File: src/rtl/complex_dot_product_n_pkg.sv
// Shared definitions for the complex dot-product block: FSM encoding, MAC step
// selection and the width/limit helpers used to size the datapath.
package complex_dot_product_n_pkg;

    typedef enum logic [1:0] {
        IDLE = 2'd0,
        MAC  = 2'd1,
        DONE = 2'd2
    } state_t;

    // Four multiply steps per element, in the order the accumulators are updated.
    typedef enum logic [1:0] {
        OP_RR = 2'd0,   // acc_r += ar*br
        OP_II = 2'd1,   // acc_r -= ai*bi
        OP_RI = 2'd2,   // acc_i += ar*bi
        OP_IR = 2'd3    // acc_i += ai*br
    } op_t;

    function automatic int acc_width(input int width, input int n);
        return 2 * width + $clog2(n) + 1;
    endfunction

    function automatic longint sat_max(input int width);
        return (longint'(1) <<< (width - 1)) - 1;
    endfunction

    function automatic longint sat_min(input int width);
        return -(longint'(1) <<< (width - 1));
    endfunction

endpackage

File: src/rtl/complex_mac_unit.sv
// Shared-multiplier complex MAC: one signed product per step, two wide
// accumulators, and saturating output registers with an overflow flag.
module complex_mac_unit
    import complex_dot_product_n_pkg::*;
#(
    parameter int Width = 8,
    parameter int N     = 4
) (
    input  logic                    clk,
    input  logic                    rst,
    input  logic                    en,
    input  logic                    clear,
    input  logic                    step_en,
    input  logic                    out_load,
    input  op_t                     op,
    input  logic signed [Width-1:0] ar,
    input  logic signed [Width-1:0] ai,
    input  logic signed [Width-1:0] br,
    input  logic signed [Width-1:0] bi,
    output logic signed [Width-1:0] out_real,
    output logic signed [Width-1:0] out_imag,
    output logic                    error
);

    localparam int AccW = acc_width(Width, N);
    localparam logic signed [AccW-1:0] SatMax = AccW'(sat_max(Width));
    localparam logic signed [AccW-1:0] SatMin = AccW'(sat_min(Width));

    logic signed [Width-1:0]   mul_a, mul_b;
    logic signed [2*Width-1:0] prod;
    logic signed [AccW-1:0]    prod_ext, acc_r, acc_i;
    logic [Width:0]            sat_r, sat_i;

    // Returns {overflow, clamped value}.
    function automatic logic [Width:0] saturate(input logic signed [AccW-1:0] v);
        if (v > SatMax)      return {1'b1, SatMax[Width-1:0]};
        else if (v < SatMin) return {1'b1, SatMin[Width-1:0]};
        else                 return {1'b0, v[Width-1:0]};
    endfunction

    always_comb begin
        // NOTE: defaults first so every path assigns every output; no latch is inferred.
        mul_a = ar;
        mul_b = br;
        case (op)
            OP_II:   begin mul_a = ai; mul_b = bi; end
            OP_RI:   mul_b = bi;
            OP_IR:   mul_a = ai;
            default: ;
        endcase
    end

    assign prod     = mul_a * mul_b;
    assign prod_ext = AccW'(prod);
    assign sat_r    = saturate(acc_r);
    assign sat_i    = saturate(acc_i);

    // NOTE: sequential state uses non-blocking assignments so all flops update together.
    always_ff @(posedge clk or posedge rst) begin
        if (rst) begin
            acc_r    <= '0;
            acc_i    <= '0;
            out_real <= '0;
            out_imag <= '0;
            error    <= 1'b0;
        end else if (en) begin
            if (clear) begin
                acc_r <= '0;
                acc_i <= '0;
                error <= 1'b0;
            end else if (step_en) begin
                case (op)
                    OP_RR:   acc_r <= acc_r + prod_ext;
                    OP_II:   acc_r <= acc_r - prod_ext;
                    default: acc_i <= acc_i + prod_ext;
                endcase
            end
            if (out_load) begin
                out_real <= sat_r[Width-1:0];
                out_imag <= sat_i[Width-1:0];
                error    <= sat_r[Width] | sat_i[Width];
            end
        end
    end

endmodule

File: src/rtl/complex_dot_product_n.sv
// Sequential complex dot product sum(A[k]*B[k]) over N elements, computed in
// 4N multiply steps on a single shared multiplier, with saturated outputs.
module complex_dot_product_n
    import complex_dot_product_n_pkg::*;
#(
    parameter int Width = 8,
    parameter int N     = 4
) (
    input  logic                 CLK,
    input  logic                 MasterReset,
    input  logic                 Enable,
    input  logic                 Start,
    input  logic [N*Width-1:0]   RowReal,
    input  logic [N*Width-1:0]   RowImag,
    input  logic [N*Width-1:0]   ColReal,
    input  logic [N*Width-1:0]   ColImag,
    output logic [Width-1:0]     OutReal,
    output logic [Width-1:0]     OutImag,
    output logic                 Busy,
    output logic                 Listo,
    output logic                 Error
);

    localparam int IdxW = (N > 1) ? $clog2(N) : 1;

    state_t             state, state_next;
    op_t                op_q;
    logic [IdxW-1:0]    elem_q;
    logic               accept, step_en, out_load, last_step;
    logic [N*Width-1:0] row_real_q, row_imag_q, col_real_q, col_imag_q;
    logic signed [Width-1:0] ar, ai, br, bi;

    assign last_step = (op_q == OP_IR) && (elem_q == IdxW'(N - 1));

    always_ff @(posedge CLK or posedge MasterReset) begin
        if (MasterReset)  state <= IDLE;
        else if (Enable)  state <= state_next;
    end

    always_comb begin
        state_next = state;
        case (state)
            IDLE:    if (Start) state_next = MAC;
            MAC:     if (last_step) state_next = DONE;
            DONE:    state_next = IDLE;
            default: state_next = IDLE;
        endcase
    end

    always_comb begin
        accept   = 1'b0;
        step_en  = 1'b0;
        out_load = 1'b0;
        case (state)
            IDLE:    accept   = Start;
            MAC:     step_en  = 1'b1;
            DONE:    out_load = 1'b1;
            default: ;
        endcase
    end

    // Step counter is {element, op}; Busy spans capture through the DONE edge.
    always_ff @(posedge CLK or posedge MasterReset) begin
        if (MasterReset) begin
            op_q   <= OP_RR;
            elem_q <= '0;
            Busy   <= 1'b0;
            Listo  <= 1'b0;
        end else if (Enable) begin
            Listo <= out_load;
            if (accept) begin
                op_q   <= OP_RR;
                elem_q <= '0;
                Busy   <= 1'b1;
            end else if (step_en) begin
                op_q <= op_t'(op_q + 2'd1);
                if (last_step)           elem_q <= '0;
                else if (op_q == OP_IR)  elem_q <= elem_q + 1'b1;
            end else if (out_load) begin
                Busy <= 1'b0;
            end
        end
    end

    // NOTE: operand registers are not reset; they are always loaded on capture before use.
    always_ff @(posedge CLK) begin
        if (Enable && accept) begin
            row_real_q <= RowReal;
            row_imag_q <= RowImag;
            col_real_q <= ColReal;
            col_imag_q <= ColImag;
        end
    end

    assign ar = row_real_q[int'(elem_q)*Width +: Width];
    assign ai = row_imag_q[int'(elem_q)*Width +: Width];
    assign br = col_real_q[int'(elem_q)*Width +: Width];
    assign bi = col_imag_q[int'(elem_q)*Width +: Width];

    complex_mac_unit #(.Width(Width), .N(N)) u_mac (
        .clk      (CLK),
        .rst      (MasterReset),
        .en       (Enable),
        .clear    (accept),
        .step_en  (step_en),
        .out_load (out_load),
        .op       (op_q),
        .ar       (ar),
        .ai       (ai),
        .br       (br),
        .bi       (bi),
        .out_real (OutReal),
        .out_imag (OutImag),
        .error    (Error)
    );

endmodule

File: config.mk
export PLATFORM = sky130hd
export DESIGN_NAME = complex_dot_product_n
export DESIGN_NICKNAME = d
export VERILOG_FILES = /design/src/rtl/complex_dot_product_n_pkg.sv /design/src/rtl/complex_mac_unit.sv /design/src/rtl/complex_dot_product_n.sv
export SDC_FILE = /design/constraint.sdc
export NUM_CORES = 1
export LEC_CHECK = 0
export ABC_AREA = 1
export BUFFER_PORTS_ARGS = -buffer_cell sky130_fd_sc_hd__buf_2
export CAP_MARGIN = 20
export CORE_MARGIN = 2
export CORE_UTILIZATION = 25
export CTS_CLUSTER_DIAMETER = 50
export DETAILED_ROUTE_END_ITERATION = 10
export HOLD_SLACK_MARGIN = 0.1
export REMOVE_ABC_BUFFERS = 1
export SYNTH_ARGS = -nofsm -noshare
export SYNTH_HDL_FRONTEND = slang
export SYNTH_SLANG_ARGS = --single-unit
File: constraint.sdc
create_clock -name CLK -period 10.4 [get_ports CLK]
set_input_delay 1.56 -clock CLK [delete_from_list [all_inputs] [get_ports CLK]]
set_output_delay 1.56 -clock CLK [all_outputs]
set_load 0.03 [all_outputs]
Word-level counts from Yosys, hierarchy flattened
Cells that the tools add are included.
{"block": "totals", "reg_bits": 191, "out_inout_bits": 19, "elab_cells": 87, "inputBits": 132}
{"block": "op_classes", "n_shift": 4, "n_mux": 29, "magnitude_cmp": 4, "bitwise": 1, "addsub": 5, "n_eq_ne": 10, "n_reduce_logical": 19, "multipliers": 1}
{"op": "32-bit by 6-bit indexed part select with 8-bit output", "n": 4}
{"op": "19-bit two-way mux", "n": 5}
{"op": "19-bit by 16-bit adder with 19-bit output", "n": 2}
{"op": "19-bit by 8-bit greater-than comparator with 1-bit output (second input constant)", "n": 2}
{"op": "19-bit by 8-bit < comparator with 1-bit output (second input constant)", "n": 2}
{"op": "19-bit case mux with 2 select lines", "n": 1}
{"op": "9-bit two-way mux", "n": 4}
{"op": "19-bit by 16-bit subtractor with 19-bit output", "n": 1}
{"op": "8-bit by 8-bit multiplier with 16-bit output", "n": 1}
{"op": "2-bit two-way mux", "n": 8}
{"op": "8-bit two-way mux", "n": 2}
{"op": "3-bit AND reduction", "n": 5}
{"op": "2-bit == test (second input constant)", "n": 4}
{"op": "1-bit two-way mux", "n": 8}
{"op": "2-bit inequality test (second input constant)", "n": 3}
{"op": "2-bit AND reduction", "n": 3}
{"op": "3-bit nonzero test", "n": 2}
{"op": "2-bit OR reduction", "n": 3}
{"op": "2-bit by 1-bit adder with 2-bit output (second input constant)", "n": 2}
{"op": "2-bit by 1-bit == test with 1-bit output (second input constant)", "n": 2}
{"op": "2-bit logical NOT", "n": 2}
{"op": "2-bit case mux with 2 select lines", "n": 1}
{"op": "2-bit nonzero test", "n": 2}
{"op": "1-bit logical AND", "n": 2}
{"op": "2 further kinds", "n": 2}

Longest topological paths before layout
{"block": "logic_depth", "word_depth": 8, "mapped_depth": 48, "ltp_nobuf": 47}

Modules after synthesis
Synthesis repeated with hierarchy kept, for this count alone.
{"block": "unflattened", "cells_unflattened": 1467, "hier_area_um2": 12593.3}
{"mod": "complex_mac_unit", "cells_per_inst": 1073, "n_inst": 1, "area_per_inst_um2": 7368.3, "seq_area_each_um2": 1376.3}
{"mod": "complex_dot_product_n", "cells_per_inst": 394, "n_inst": 1, "area_per_inst_um2": 5225.0, "seq_area_each_um2": 4043.9}

Worst setup path after synthesis
No wires, ideal clock.
{"block": "synth_path", "path_type": "input -> register", "from": "in Start", "to": "reg u_mac.acc_r[11]", "n_path_buf": 1, "arrival_time_ps": 8649, "slack_ps": 1628, "path_stages": 6, "required_ps": 10277, "setup_ps": 123, "cell_sequence": "nand3_1 nor2_1 nor2_1 clkbuf_1 nand2_1 nand2_1"}
{"block": "synth_via", "elab_chain_len": 3, "word_cells_on_any_way": 5, "classes_between": "2 x mux; 3 x reduce/logical"}
{"element": "from (decl)", "line_no": "complex_dot_product_n.sv:12", "source": "input logic Start,"}
{"element": "1-bit two-way mux (*)", "line_no": "complex_dot_product_n.sv:54", "source": "case (state)"}
{"element": "3-bit nonzero test (no source line) or 2-bit nonzero test (tied branches)"}
{"element": "3-bit AND reduction (no source line)"}
{"element": "to (signal assigned)", "line_no": "complex_mac_unit.sv:73", "source": "OP_RR: acc_r <= acc_r + prod_ext;"}
{"element": "to (signal assigned)", "line_no": "complex_mac_unit.sv:74", "source": "OP_II: acc_r <= acc_r - prod_ext;"}
{"element": "to (decl)", "line_no": "complex_mac_unit.sv:31", "source": "logic signed [AccW-1:0] prod_ext, acc_r, acc_i;"}
Mark *: on every way between the ends. The rest lies on a longest branch, timed or not.
A chain may end at the register's enable or synchronous reset.

Worst setup path in the final report
{"block": "layout_path", "from": "reg op_q[1]", "to": "reg u_mac.acc_r[18]"}
{"block": "layout_via", "elab_chain_len": 8, "word_cells_on_any_way": 16, "classes_between": "2 x add/sub; 1 x mul; 3 x eq/ne; 5 x mux; 5 x reduce/logical"}
{"element": "from (decl)", "line_no": "complex_dot_product_n.sv:27", "source": "op_t op_q;"}
{"element": "from (signal assigned)", "line_no": "complex_dot_product_n.sv:76", "source": "op_q <= op_t'(op_q + 2'd1);"}
{"element": "2-bit == test or 2-bit by 1-bit == test with 1-bit output (tied branches)", "line_no": "complex_mac_unit.sv:45, complex_mac_unit.sv:72"}
{"element": "2-bit OR reduction (no source line)"}
{"element": "8-bit two-way mux", "line_no": "complex_mac_unit.sv:45", "source": "case (op)"}
{"element": "8-bit by 8-bit multiplier with 16-bit output", "line_no": "complex_mac_unit.sv:53", "source": "assign prod = mul_a * mul_b;"}
{"element": "19-bit by 16-bit subtractor with 19-bit output or 19-bit by 16-bit adder with 19-bit output (tied branches)", "line_no": "complex_mac_unit.sv:74, complex_mac_unit.sv:73"}
{"element": "19-bit case mux with 2 select lines", "line_no": "complex_mac_unit.sv:72", "source": "case (op)"}
{"element": "19-bit two-way mux", "line_no": "complex_mac_unit.sv:71", "source": "end else if (step_en) begin"}
{"element": "19-bit two-way mux", "line_no": "complex_mac_unit.sv:67", "source": "if (clear) begin"}
Several ways; a longest one is shown, not always the timed one. The select of a mux whose other input is x is not followed.

==> impl_metrics.yaml <==
clock_network:
  insertion_delay_ns: 0.45
  cts-root-buf: "clkbuf_16"
  htreeDepth: 4
  cts.repair.resized: 0
  cts_sinks: 191
  clk_pin_slew_ns: 0.08
  postCtsSetupRepairBufs: 0
  cts_buffers: 17
  clockBufferDepth: 2
  cts_tree: "built"
  ctsHoldBuffers: 0
setup_path:
  startpoint: "op_q[1]$_DFFE_PP0P_"
  cp.required_ns: 10.74
  start_kind: "flip-flop"
  worstSetupPathType: "flip-flop to flip-flop"
  rr_startpoint: "op_q[1]$_DFFE_PP0P_"
  endpoint_kind: "flip-flop"
  max_stage_delay_ns: 0.69
  crit_fanout: 33
  cp_slowest_cell: "nor2_4"
  crit_arrival_ns: 9.25
  cpMostUsedCell: "nand2_1"
route:
  wire_per_inst_um: 14.1
  drtIter0Drc: 794
  drc: 0
  avgViaCountPerCell: 4.44
  via_count: 9908
  ant_nets: 0
  routed_wirelength_um: 31500
  dr.pass1.iters: 8
placed_design:
  post_dp_cell_area_um2: 13900
  portBuffers: 150
  dp_hpwl_um: 24400
  place.gp.congestion: 0.876
cells_and_area:
  drive_gt1_share_pct: 14.1
  fillCellCount: 5236
  final_area_um2: 14500
  num-nets-final: 1810
  syn_to_final_growth_pct: 17.1
  fin_util_pct: 29.6
synthesis:
  yosys-top-cells-area: "edfxtp_1 (31%), dfrtp_1 (13%), nand2_1 (11%)"
  synth_area_leader_cell: "edfxtp_1"
  synth_seq_area_share_pct: 43.9
  synth_compound_area_share_pct: 10.7
  muxShareOfSynthArea_pct: 0
  ys.flop_type: "edfxtp_1"
  yosys.area_share.simple_pct: 19.9
  synth_edf_count: 128
  synth_seq_cells: 191
  yosysWarnings: 0
  synth_fa_ha_area_share_pct: 16.0
  synth-xor-area-share_pct: 1.63
  synthCells: 1405
  ys_types: 48
  postSynth.asyncResetShare_pct: 33.0
  synth_top_area_share_pct: 31.1
  synth_area_um2: 12300
  postSynthAreaPerCell_um2: 8.79
  synth_top_family_by_area: "simple AND/OR/NAND/NOR gates"
sta:
  max_slew_margin_pct: 36.2
  finalSetupViolCount: 0
  rsz0062_at_grt: "false"
  final.period_utilization_pct: 85.7
  drv_slew: 0
  worst_pin_slew_ns: 0.944
  fin_skew_ns: 0.0149
  hold_violations: 0
  period_needed_ns: 8.91
  clock.fmax_mhz: 112
  setup_tns_ns: 0
floorplanning:
  die_area_um2: 51200
  ios: 151
  rows: 81
  initial_core_util_pct: 25.3
  fp.dieW_um: 226
  core_um2: 48800
  die_y_um: 226
global_route:
  antenna_found_initial: 1
  gr-total-overflow: 0
  grt_max_degree: 73
  grtUsageTotal_pct: 12.7
  grt_pass1_wl_um: 50900
  grt_pass1_vias: 9814
hold_path:
  hold_start: "u_mac.out_real[7]$_DFFE_PP0P_"
  hold_class: "flip-flop to flip-flop"
flow_run:
  drv_cap: 0
outcome:
  status: "finished, final reports clean"
[kinds of logic (layout without fill, tap and decap cells)]
family	Yosys count	in the layout
xor gates and xnor gates	23	23
other	0	1
and+or+nand+nor	597	597
AOI/OAI and AO/OA	220	220
adders and majority gates	123	123
buffers and inverters	251	414
DFF	191	191
[routing by layer]
metal	routed length [um]	global-route usage (%)	share of wire [%]	up-vias
li1	-	-	-	4930
met1	14900	16.9	47	4735
met2	14900	21.1	47	229
met3	1420	2.49	4.5	14
met4	259	2.95	0.82	0
met5	0	0	0	-
[path summary, 6_finish.rpt]
path	to	slack [ns]	cells after the start
min reg2reg	u_mac.out_real[7]$_DFFE_PP0P_	0.48	2
max in group asynchronous	u_mac.acc_i[9]$_DFFE_PP0P_	8.50	3
max reg2reg	u_mac.acc_r[18]$_DFFE_PP0P_	1.49	42
max	u_mac.acc_r[18]$_DFFE_PP0P_	1.49	42
min	u_mac.out_real[7]$_DFFE_PP0P_	0.48	2
min in group asynchronous	u_mac.out_real[2]$_DFFE_PP0P_	1.36	3
[area by class of cell]
cell class              instances  area, um2  area share (%)
diodes                          1       2.50          0.0173
clock buffers                  18        429            2.97
clock inverters                14        155            1.07
flip-flops and latches        191       5420            37.5
well taps                     664        831            5.75
repair buffers                158        811            5.61
multi-input cells             963       5970            41.3
inverters                     224        842            5.82
[worst max-delay path: cells and delay by family, from the launching register on]
kind / cells / cell delay [ns]
DFF: 1 / 0.39
adders and majority gates: 7 / 3.14
xor gates and xnor gates: 2 / 0.55
and+or+nand+nor: 23 / 3.02
buffers and inverters: 8 / 0.98
AOI/OAI and AO/OA: 2 / 0.68
[registers in the layout, summed over array words and instances, names as in the netlist]
name	count
Busy	1
Listo	1
col_imag_q	32
col_real_q	32
elem_q	2
op_q	2
row_imag_q	32
row_real_q	32
state	2
u_mac.acc_i	19
u_mac.acc_r	19
u_mac.error	1
u_mac.out_imag	8
u_mac.out_real	8
[synthesized netlist by cell type, types with 2 or more instances]
master,count
nor4_1,5
buf_2,17
o21ai_1,10
ha_1,65
a21oi_1,82
nand2_2,6
nor2_4,2
nand2_1,374
buf_1,4
a31oi_1,4
nand4_1,10
a21boi_0,3
nand3b_1,4
xor2_1,19
o21ai_0,63
fa_1,58
o21ai_2,3
clkbuf_1,6
a32o_1,27
a21o_1,4
nor3_2,2
inv_1,214
nor2_2,4
o21a_1,2
edfxtp_1,128
dfrtp_1,63
or2_2,4
nand3_1,64
inv_2,8
xnor2_1,4
o21bai_1,3
nor2_1,114
o31ai_1,3
o22ai_1,9
nor3_1,4
[metrics by stage]
stage	std cells	setup slack, ns	hold WS (ns)
after floorplan	1378	1.15	0.475
after global placement	2200	1.84	0.449
after detailed placement	2200	1.57	0.456
after CTS	2232	1.52	0.475
after global routing	2233	0.757	0.502
final	2233	1.49	0.476
[cell usage in the layout, fill, tap and decap left out, types with 9 or more instances in the layout]
cell and instances:
ha_1 65, o21ai_1 10, a21oi_1 82, nand3_1 64
xor2_1 19, o22ai_1 9, dfrtp_1 63, nand4_1 10
nand2_1 374, inv_1 213, inv_2 9, fa_1 58
clkbuf_16 17, edfxtp_1 128, nor2_1 113, a32o_1 27
buf_2 150, o21ai_0 63
Power is left out: the tool's default activity adds up to more than one toggle a clock period on the data nets, which glitch-free logic cannot reach.
